--- config.mk ---
export PLATFORM = sky130hd
export DESIGN_NAME = spmv_csr_loader
export DESIGN_NICKNAME = d
export VERILOG_FILES = /design/src/rtl/spmv_csr_loader.sv
export SDC_FILE = /design/constraint.sdc
export NUM_CORES = 2
export LEC_CHECK = 0
export BUFFER_PORTS_ARGS = -buffer_cell sky130_fd_sc_hd__buf_2
export CAP_MARGIN = 25
export CORE_ASPECT_RATIO = 1.1
export CORE_MARGIN = 2
export CORE_UTILIZATION = 54
export DETAILED_ROUTE_END_ITERATION = 6
export PLACE_DENSITY = 0.77
export RECOVER_POWER = 100
export SETUP_SLACK_MARGIN = 0.4
export SLEW_MARGIN = 40
export SYNTH_ARGS = -nofsm -noshare
export SYNTH_HDL_FRONTEND = slang
export SYNTH_SLANG_ARGS = --single-unit
--- constraint.sdc ---
create_clock -name i_clk -period 3.7 [get_ports i_clk]
set_input_delay 0.555 -clock i_clk [delete_from_list [all_inputs] [get_ports i_clk]]
set_output_delay 0.555 -clock i_clk [all_outputs]
set_load 0.1 [all_outputs]
--- src/rtl/spmv_csr_loader.sv ---
// spmv_csr_loader: writer side of the SpMV SRAM interface.
// Collects a 16-entry dense vector and a row-major stream of nonzeros. It packs
// them into the CSR layout that the SpMV engine reads, then writes:
//   SRAM A: word IV_ADDR = input vector, words VAL_BASE.. = values (16 per word)
//   SRAM B: word RP_ADDR = row_ptr[0..16], words CI_BASE.. = col_idx (64 per word)
// Optional feature macro: SPMV_LOADER_ZERO_SKIP_EN. When it is defined, nonzero
// beats carrying a zero value are consumed without being stored.

module spmv_csr_loader #(
    parameter int DATA_W   = 16,
    parameter int IDX_W    = 4,
    parameter int PTR_W    = 8,
    parameter int ADDR_W   = 5,
    parameter int IV_ADDR  = 0,
    parameter int VAL_BASE = 1,
    parameter int RP_ADDR  = 0,
    parameter int CI_BASE  = 1
) (
    input  logic              i_clk,
    input  logic              i_rstn,
    input  logic              i_start,
    input  logic              i_valid,
    output logic              o_ready,
    input  logic [IDX_W-1:0]  i_row,
    input  logic [IDX_W-1:0]  i_col,
    input  logic [DATA_W-1:0] i_data,
    input  logic              i_last,
    output logic              o_wr_en_A,
    output logic [ADDR_W-1:0] o_address_A,
    output logic [255:0]      o_wdata_A,
    output logic              o_wr_en_B,
    output logic [ADDR_W-1:0] o_address_B,
    output logic [255:0]      o_wdata_B,
    output logic [PTR_W-1:0]  o_nnz,
    output logic [2:0]        o_state,
    output logic              o_error,
    output logic              o_done
);

    localparam int WORD_W  = 256;
    localparam int N       = 1 << IDX_W;
    localparam int VSLOT_W = $clog2(WORD_W / DATA_W);
    localparam int CSLOT_W = $clog2(WORD_W / IDX_W);
    localparam logic [PTR_W-1:0] MAX_NNZ = '1;

    typedef enum logic [2:0] {
        S_IDLE     = 3'd0,
        S_LOAD_IV  = 3'd1,
        S_LOAD_NZ  = 3'd2,
        S_FLUSH    = 3'd3,
        S_WRITE_RP = 3'd4,
        S_DONE     = 3'd5
    } state_t;

    state_t              state_q, state_d;
    logic [IDX_W-1:0]    iv_cnt_q, iv_cnt_d;
    logic [WORD_W-1:0]   pack_a_q, pack_a_d;
    logic [WORD_W-1:0]   pack_b_q, pack_b_d;
    logic [PTR_W-1:0]    nnz_q, nnz_d;
    logic [IDX_W-1:0]    cur_row_q, cur_row_d;
    logic [PTR_W-1:0]    ptr_q [0:N];
    logic [PTR_W-1:0]    ptr_d [0:N];
    logic                error_q, error_d;
    logic                wr_a_q, wr_a_d;
    logic [ADDR_W-1:0]   addr_a_q, addr_a_d;
    logic [WORD_W-1:0]   wdata_a_q, wdata_a_d;
    logic                wr_b_q, wr_b_d;
    logic [ADDR_W-1:0]   addr_b_q, addr_b_d;
    logic [WORD_W-1:0]   wdata_b_q, wdata_b_d;
    logic                done_q, done_d;

    logic                beat;
    logic                skip;
    logic                bad;
    logic                store;
    logic [VSLOT_W-1:0]  slot_a;
    logic [CSLOT_W-1:0]  slot_b;
    logic [PTR_W-1:0]    wr_idx;
    logic                fire_a;
    logic                fire_b;
    logic [IDX_W-1:0]    row_new;
    logic [PTR_W-1:0]    nnz_new;
    logic [WORD_W-1:0]   rp_word;

    assign o_ready = (state_q == S_LOAD_IV) || (state_q == S_LOAD_NZ);
    assign beat    = i_valid && o_ready;

`ifdef SPMV_LOADER_ZERO_SKIP_EN
    assign skip = (i_data == '0);
`else
    assign skip = 1'b0;
`endif

    // A beat is dropped when its row goes backwards or the nonzero budget is exhausted.
    // Skipped zero values bypass this check entirely.
    assign bad    = !skip && ((i_row < cur_row_q) || (nnz_q == MAX_NNZ));
    assign store  = beat && (state_q == S_LOAD_NZ) && !skip && !bad;
    assign slot_a = nnz_q[VSLOT_W-1:0];
    assign slot_b = nnz_q[CSLOT_W-1:0];

    // Word being closed: the current one on a stored beat, or the last partially
    // filled one when i_last arrives on a beat that is not stored.
    assign wr_idx = store ? nnz_q : nnz_q - 1'b1;
    assign fire_a = beat && (state_q == S_LOAD_NZ) &&
                    (store ? ((slot_a == '1) || i_last) : (i_last && (slot_a != '0)));
    assign fire_b = beat && (state_q == S_LOAD_NZ) &&
                    (store ? ((slot_b == '1) || i_last) : (i_last && (slot_b != '0)));

    assign o_wr_en_A   = wr_a_q;
    assign o_address_A = addr_a_q;
    assign o_wdata_A   = wdata_a_q;
    assign o_wr_en_B   = wr_b_q;
    assign o_address_B = addr_b_q;
    assign o_wdata_B   = wdata_b_q;
    assign o_nnz       = nnz_q;
    assign o_state     = state_q;
    assign o_error     = error_q;
    assign o_done      = done_q;

    // FSM state register
    always_ff @(posedge i_clk or negedge i_rstn) begin
        if (!i_rstn) state_q <= S_IDLE;
        else         state_q <= state_d;
    end

    // FSM next-state logic
    always_comb begin
        state_d = state_q;
        case (state_q)
            S_IDLE:     if (i_start) state_d = S_LOAD_IV;
            S_LOAD_IV:  if (beat && (iv_cnt_q == IDX_W'(N - 1))) state_d = S_LOAD_NZ;
            S_LOAD_NZ:  if (beat && i_last) state_d = S_FLUSH;
            S_FLUSH:    state_d = S_WRITE_RP;
            S_WRITE_RP: state_d = S_DONE;
            S_DONE:     state_d = S_IDLE;
            default:    state_d = S_IDLE;
        endcase
    end

    // Pack row_ptr[0..16] into the low bits of the SRAM B word, upper bits zero
    always_comb begin
        rp_word = '0;
        for (int k = 0; k <= N; k++) rp_word[k*PTR_W +: PTR_W] = ptr_q[k];
    end

    // FSM output logic: packing, row_ptr tracking and next values of the registered write ports
    always_comb begin
        iv_cnt_d  = iv_cnt_q;
        pack_a_d  = pack_a_q;
        pack_b_d  = pack_b_q;
        nnz_d     = nnz_q;
        cur_row_d = cur_row_q;
        ptr_d     = ptr_q;
        error_d   = error_q;
        row_new   = cur_row_q;
        nnz_new   = nnz_q;
        wr_a_d    = 1'b0;
        addr_a_d  = '0;
        wdata_a_d = '0;
        wr_b_d    = 1'b0;
        addr_b_d  = '0;
        wdata_b_d = '0;
        done_d    = 1'b0;
        case (state_q)
            S_IDLE: begin
                if (i_start) begin
                    iv_cnt_d  = '0;
                    pack_a_d  = '0;
                    pack_b_d  = '0;
                    nnz_d     = '0;
                    cur_row_d = '0;
                    error_d   = 1'b0;
                    for (int k = 0; k <= N; k++) ptr_d[k] = '0;
                end
            end
            S_LOAD_IV: begin
                if (beat) begin
                    pack_a_d[int'(iv_cnt_q)*DATA_W +: DATA_W] = i_data;
                    iv_cnt_d = iv_cnt_q + 1'b1;
                    if (iv_cnt_q == IDX_W'(N - 1)) begin
                        wr_a_d    = 1'b1;
                        addr_a_d  = ADDR_W'(IV_ADDR);
                        wdata_a_d = pack_a_d;
                        pack_a_d  = '0;
                    end
                end
            end
            S_LOAD_NZ: begin
                if (beat) begin
                    if (bad) error_d = 1'b1;
                    if (store) begin
                        pack_a_d[int'(slot_a)*DATA_W +: DATA_W] = i_data;
                        pack_b_d[int'(slot_b)*IDX_W +: IDX_W]   = i_col;
                        // Rows skipped over start at the current count
                        for (int k = 1; k <= N; k++)
                            if ((k > int'(cur_row_q)) && (k <= int'(i_row))) ptr_d[k] = nnz_q;
                        row_new = i_row;
                        nnz_new = nnz_q + 1'b1;
                    end
                    // Every row after the last one seen is empty and ends at the final count
                    if (i_last)
                        for (int k = 1; k <= N; k++)
                            if (k > int'(row_new)) ptr_d[k] = nnz_new;
                    nnz_d     = nnz_new;
                    cur_row_d = row_new;
                    if (fire_a) begin
                        wr_a_d    = 1'b1;
                        addr_a_d  = ADDR_W'(VAL_BASE) + ADDR_W'(wr_idx >> VSLOT_W);
                        wdata_a_d = pack_a_d;
                        pack_a_d  = '0;
                    end
                    if (fire_b) begin
                        wr_b_d    = 1'b1;
                        addr_b_d  = ADDR_W'(CI_BASE) + ADDR_W'(wr_idx >> CSLOT_W);
                        wdata_b_d = pack_b_d;
                        pack_b_d  = '0;
                    end
                end
            end
            S_FLUSH: begin
                wr_b_d    = 1'b1;
                addr_b_d  = ADDR_W'(RP_ADDR);
                wdata_b_d = rp_word;
            end
            S_WRITE_RP: done_d = 1'b1;
            default: ;
        endcase
    end

    // Datapath and output registers; reset aborts any load and drops pending writes
    always_ff @(posedge i_clk or negedge i_rstn) begin
        if (!i_rstn) begin
            iv_cnt_q  <= '0;
            pack_a_q  <= '0;
            pack_b_q  <= '0;
            nnz_q     <= '0;
            cur_row_q <= '0;
            for (int k = 0; k <= N; k++) ptr_q[k] <= '0;
            error_q   <= 1'b0;
            wr_a_q    <= 1'b0;
            addr_a_q  <= '0;
            wdata_a_q <= '0;
            wr_b_q    <= 1'b0;
            addr_b_q  <= '0;
            wdata_b_q <= '0;
            done_q    <= 1'b0;
        end else begin
            iv_cnt_q  <= iv_cnt_d;
            pack_a_q  <= pack_a_d;
            pack_b_q  <= pack_b_d;
            nnz_q     <= nnz_d;
            cur_row_q <= cur_row_d;
            for (int k = 0; k <= N; k++) ptr_q[k] <= ptr_d[k];
            error_q   <= error_d;
            wr_a_q    <= wr_a_d;
            addr_a_q  <= addr_a_d;
            wdata_a_q <= wdata_a_d;
            wr_b_q    <= wr_b_d;
            addr_b_q  <= addr_b_d;
            wdata_b_q <= wdata_b_d;
            done_q    <= done_d;
        end
    end

endmodule

==> run metrics <==
Max VDD drop 0.000443 V; clk root buf clkbuf_16; Avg Cell Area, Syn 9.48 µm²; TritonCTS clock tree done; CP Capture Type flop; die extent in y 342 µm; number of global-route vias before repair 50956; status finished, violations left; power after layout 41.1 mW; first-pass GRT wire length 337 mm; Setup-failing EPs final 0; CP Class reg -> reg; Num CTS Buffers 120; post-route worst setup slack 0.192 ns; Port Buf Inserts 564; Layout area overhead 18.3%; CP max FO 21; Pre-antenna DRT Iters 7; PwrDens 620 mW/mm²; Synth Warn # 0; pin count of the biggest net entering global routing 129; leading cell type in the layout, fill and taps excluded dfrtp_1; Die Wd 311 µm; Synth Instances 5912; clock skew 0.0282 ns; worst hold path class in -> reg; layout cells sized above 1 0.119; die area 0.106 mm²; fin crit share 0.948; HPWL Detailed 159 mm; Yosys reg bits 1183; Nets 6562; Req. time, crit path 4.30 ns; core region area 0.103 mm²; maximum clock frequency 285 MHz; Clock Sinks 1183; clock-pin slew on the worst setup and hold paths 0.07 ns; ANT nets after route 0; main flop type after synthesis dfrtp_1; GR Util All Layers 0.423; worst-path cell chain buf_8 > ha_1 > nand2_1 > clkbuf_1 > nor3_4 > clkbuf_1 > nor2_1 > buf_4 > o221a_2 > nor2_1 > o311ai_0 > o21ai_0; CP arrival 4.11 ns; final-report max-slew violation count 59; clock buffer depth 3; cell leakage power 28.0 nW; Max-slew headroom -0.566; total number of vias 54292; initial core utilization 0.546; failing checks DRC, capacitance limit, slew limit; Slew @ Worst Pin 2.35 ns; unrepaired setup endpoints after global routing yes; wire length per cell 28.9 µm; Congestion Overflow GR 0; RD Place Congestion 1.06; Critical-path top delay cell dfrtp_4; final setup TNS 0 ns; CP startpoint kind flop; FP Rows 123; Synth cell types 89; post-synthesis cell area 0.0560 mm²; Critical Path Max Stage Delay 0.50 ns; fraction of synthesis flops using an asynchronous set or reset pin 1.00; fin crit period 3.51 ns; Max Cap Viol 2; part of the Yosys area used for sequential elements 0.528; routed wire length 231 mm; most frequent cells in the layout 1178 x dfrtp_1, 784 x nand2_1, 618 x nor2_1; Post-synth EDFFs 0; initial antenna violation count 14; H-tree Lvls 3; DRC 1; Final Hold Vio Count 0; initial DRC count 8381; vias per cell 6.78; dpl ws -0.321 ns; clk_lat worst skew 0.75 ns; io pins 567
==> per-stage QoR <==
stage	area (µm²)	utilization	std cells	hold slack [ns]
floorplan	56200	-	5913	0.259
global placement	62200	0.606	7745	0.452
detailed placement	62200	0.606	7746	0.460
CTS	66800	0.651	7972	0.152
global route	66300	0.646	7999	0.166
finish	66300	0.646	8002	0.177
==> cells in the mapped netlist, types with 5 or more instances <==
library cell | n | area [µm²]
nor2_1 | 638 | 2390
nand4_1 | 23 | 144
and3_1 | 34 | 213
a21oi_1 | 535 | 2680
o221ai_1 | 71 | 622
a21o_1 | 80 | 601
o31ai_1 | 9 | 67.6
o311ai_0 | 11 | 96.3
clkbuf_1 | 361 | 1360
nor4_1 | 17 | 106
nor2b_1 | 41 | 257
a32oi_1 | 98 | 858
o21ai_1 | 65 | 325
nor3_1 | 139 | 696
nand2b_1 | 56 | 350
and2_1 | 28 | 175
mux2i_1 | 257 | 2570
xor2_1 | 5 | 43.8
buf_2 | 107 | 536
nor2_4 | 6 | 67.6
nor2_2 | 11 | 68.8
o21a_1 | 6 | 45.0
o211ai_1 | 8 | 60.1
ha_1 | 12 | 150
a22oi_1 | 65 | 488
inv_1 | 21 | 78.8
a2bb2oi_1 | 17 | 149
o2bb2ai_1 | 14 | 123
buf_4 | 10 | 75.1
or3_1 | 10 | 62.6
a221o_1 | 73 | 731
o21ai_0 | 394 | 1970
xnor2_1 | 13 | 114
a31oi_1 | 41 | 257
buf_1 | 23 | 86.3
nand3_1 | 88 | 440
a22o_1 | 133 | 1160
nand2_1 | 788 | 2960
o22ai_1 | 256 | 1600
dfrtp_1 | 1183 | 29600
a32o_1 | 81 | 811
==> logic make-up after synthesis <==
group / synth area share
compound gates: 0.231
flops: 0.528
simple gates: 0.150
buf+inv: 0.0382
other cells: 0.0000669
fa+ha+maj: 0.00268
xor+xnor: 0.00359
mux: 0.0467
==> path summary, 6_finish.rpt <==
path	startpoint	to	slack, ns	cells past startpoint
max reg2reg	o_nnz[1]$_DFFE_PN0P_	ptr_q[48]$_DFFE_PN0P_	0.19	12
max in group asynchronous	i_rstn	o_wdata_B[12]$_DFF_PN0_	0.58	3
min reg2reg	pack_b_q[243]$_DFFE_PN0P_	pack_b_q[243]$_DFFE_PN0P_	0.48	2
max	o_nnz[1]$_DFFE_PN0P_	ptr_q[48]$_DFFE_PN0P_	0.19	12
min in group asynchronous	i_rstn	pack_b_q[142]$_DFFE_PN0P_	1.04	2
min	i_col[1]	pack_b_q[1]$_DFFE_PN0P_	0.18	2
==> repair_timing <==
action,CTS,global route
endpoints found under the setup margin,500,484
resized for setup,41,82
hold buffers,1,0
buffers inserted,0,23
pin swaps,1,9
hold endpoints to repair,38,0
cloned,1,3
==> sequential cells by signal (all words and copies together), names as in the netlist <==
signal / flops
cur_row_q: 4
iv_cnt_q: 4
o_address_A: 5
o_address_B: 3
o_done: 1
o_error: 1
o_nnz: 8
o_state: 3
o_wdata_A: 256
o_wdata_B: 256
o_wr_en_A: 1
o_wr_en_B: 1
pack_a_q: 256
pack_b_q: 256
ptr_q: 128
==> per-layer routing <==
metal	up-vias	part of all wire	global-route usage
met2	4315	0.44	0.628
li1	22676	-	-
met5	-	0.00036	0
met3	860	0.12	0.102
met1	26427	0.36	0.549
met4	14	0.084	0.295
==> report_power, final <==
group	leakage, nW	total, mW	internal (mW)	switching [mW]
combinational	9.46	12.6	3.50	9.09
sequential	16.4	15.0	14.0	1.01
clock	2.12	13.5	8.04	5.50
total	28.0	41.1	25.5	15.6
==> area by class of cell <==
class                      count  area (µm²)
fill                        8581       36300
sequential                  1183       29600
multi-input combinational   4206       24900
timing repair buffer         987        5650
clock buffer                 155        3380
tap                         1375        1720
clock inverter                69         987
inverter                      23        91.3
antenna                        4        10.0
==> worst max-delay path, delay by kind of cell (launching register included) <==
kind / cells / cell delay [ns]
flip-flops: 1 / 0.50
buffers and inverters: 4 / 0.86
adder cells (fa/ha/maj): 1 / 0.27
AND/OR/NAND/NOR: 4 / 0.72
AO/OA/AOI/OAI: 3 / 0.98
Note: power is estimated with default switching activity, not from simulation.
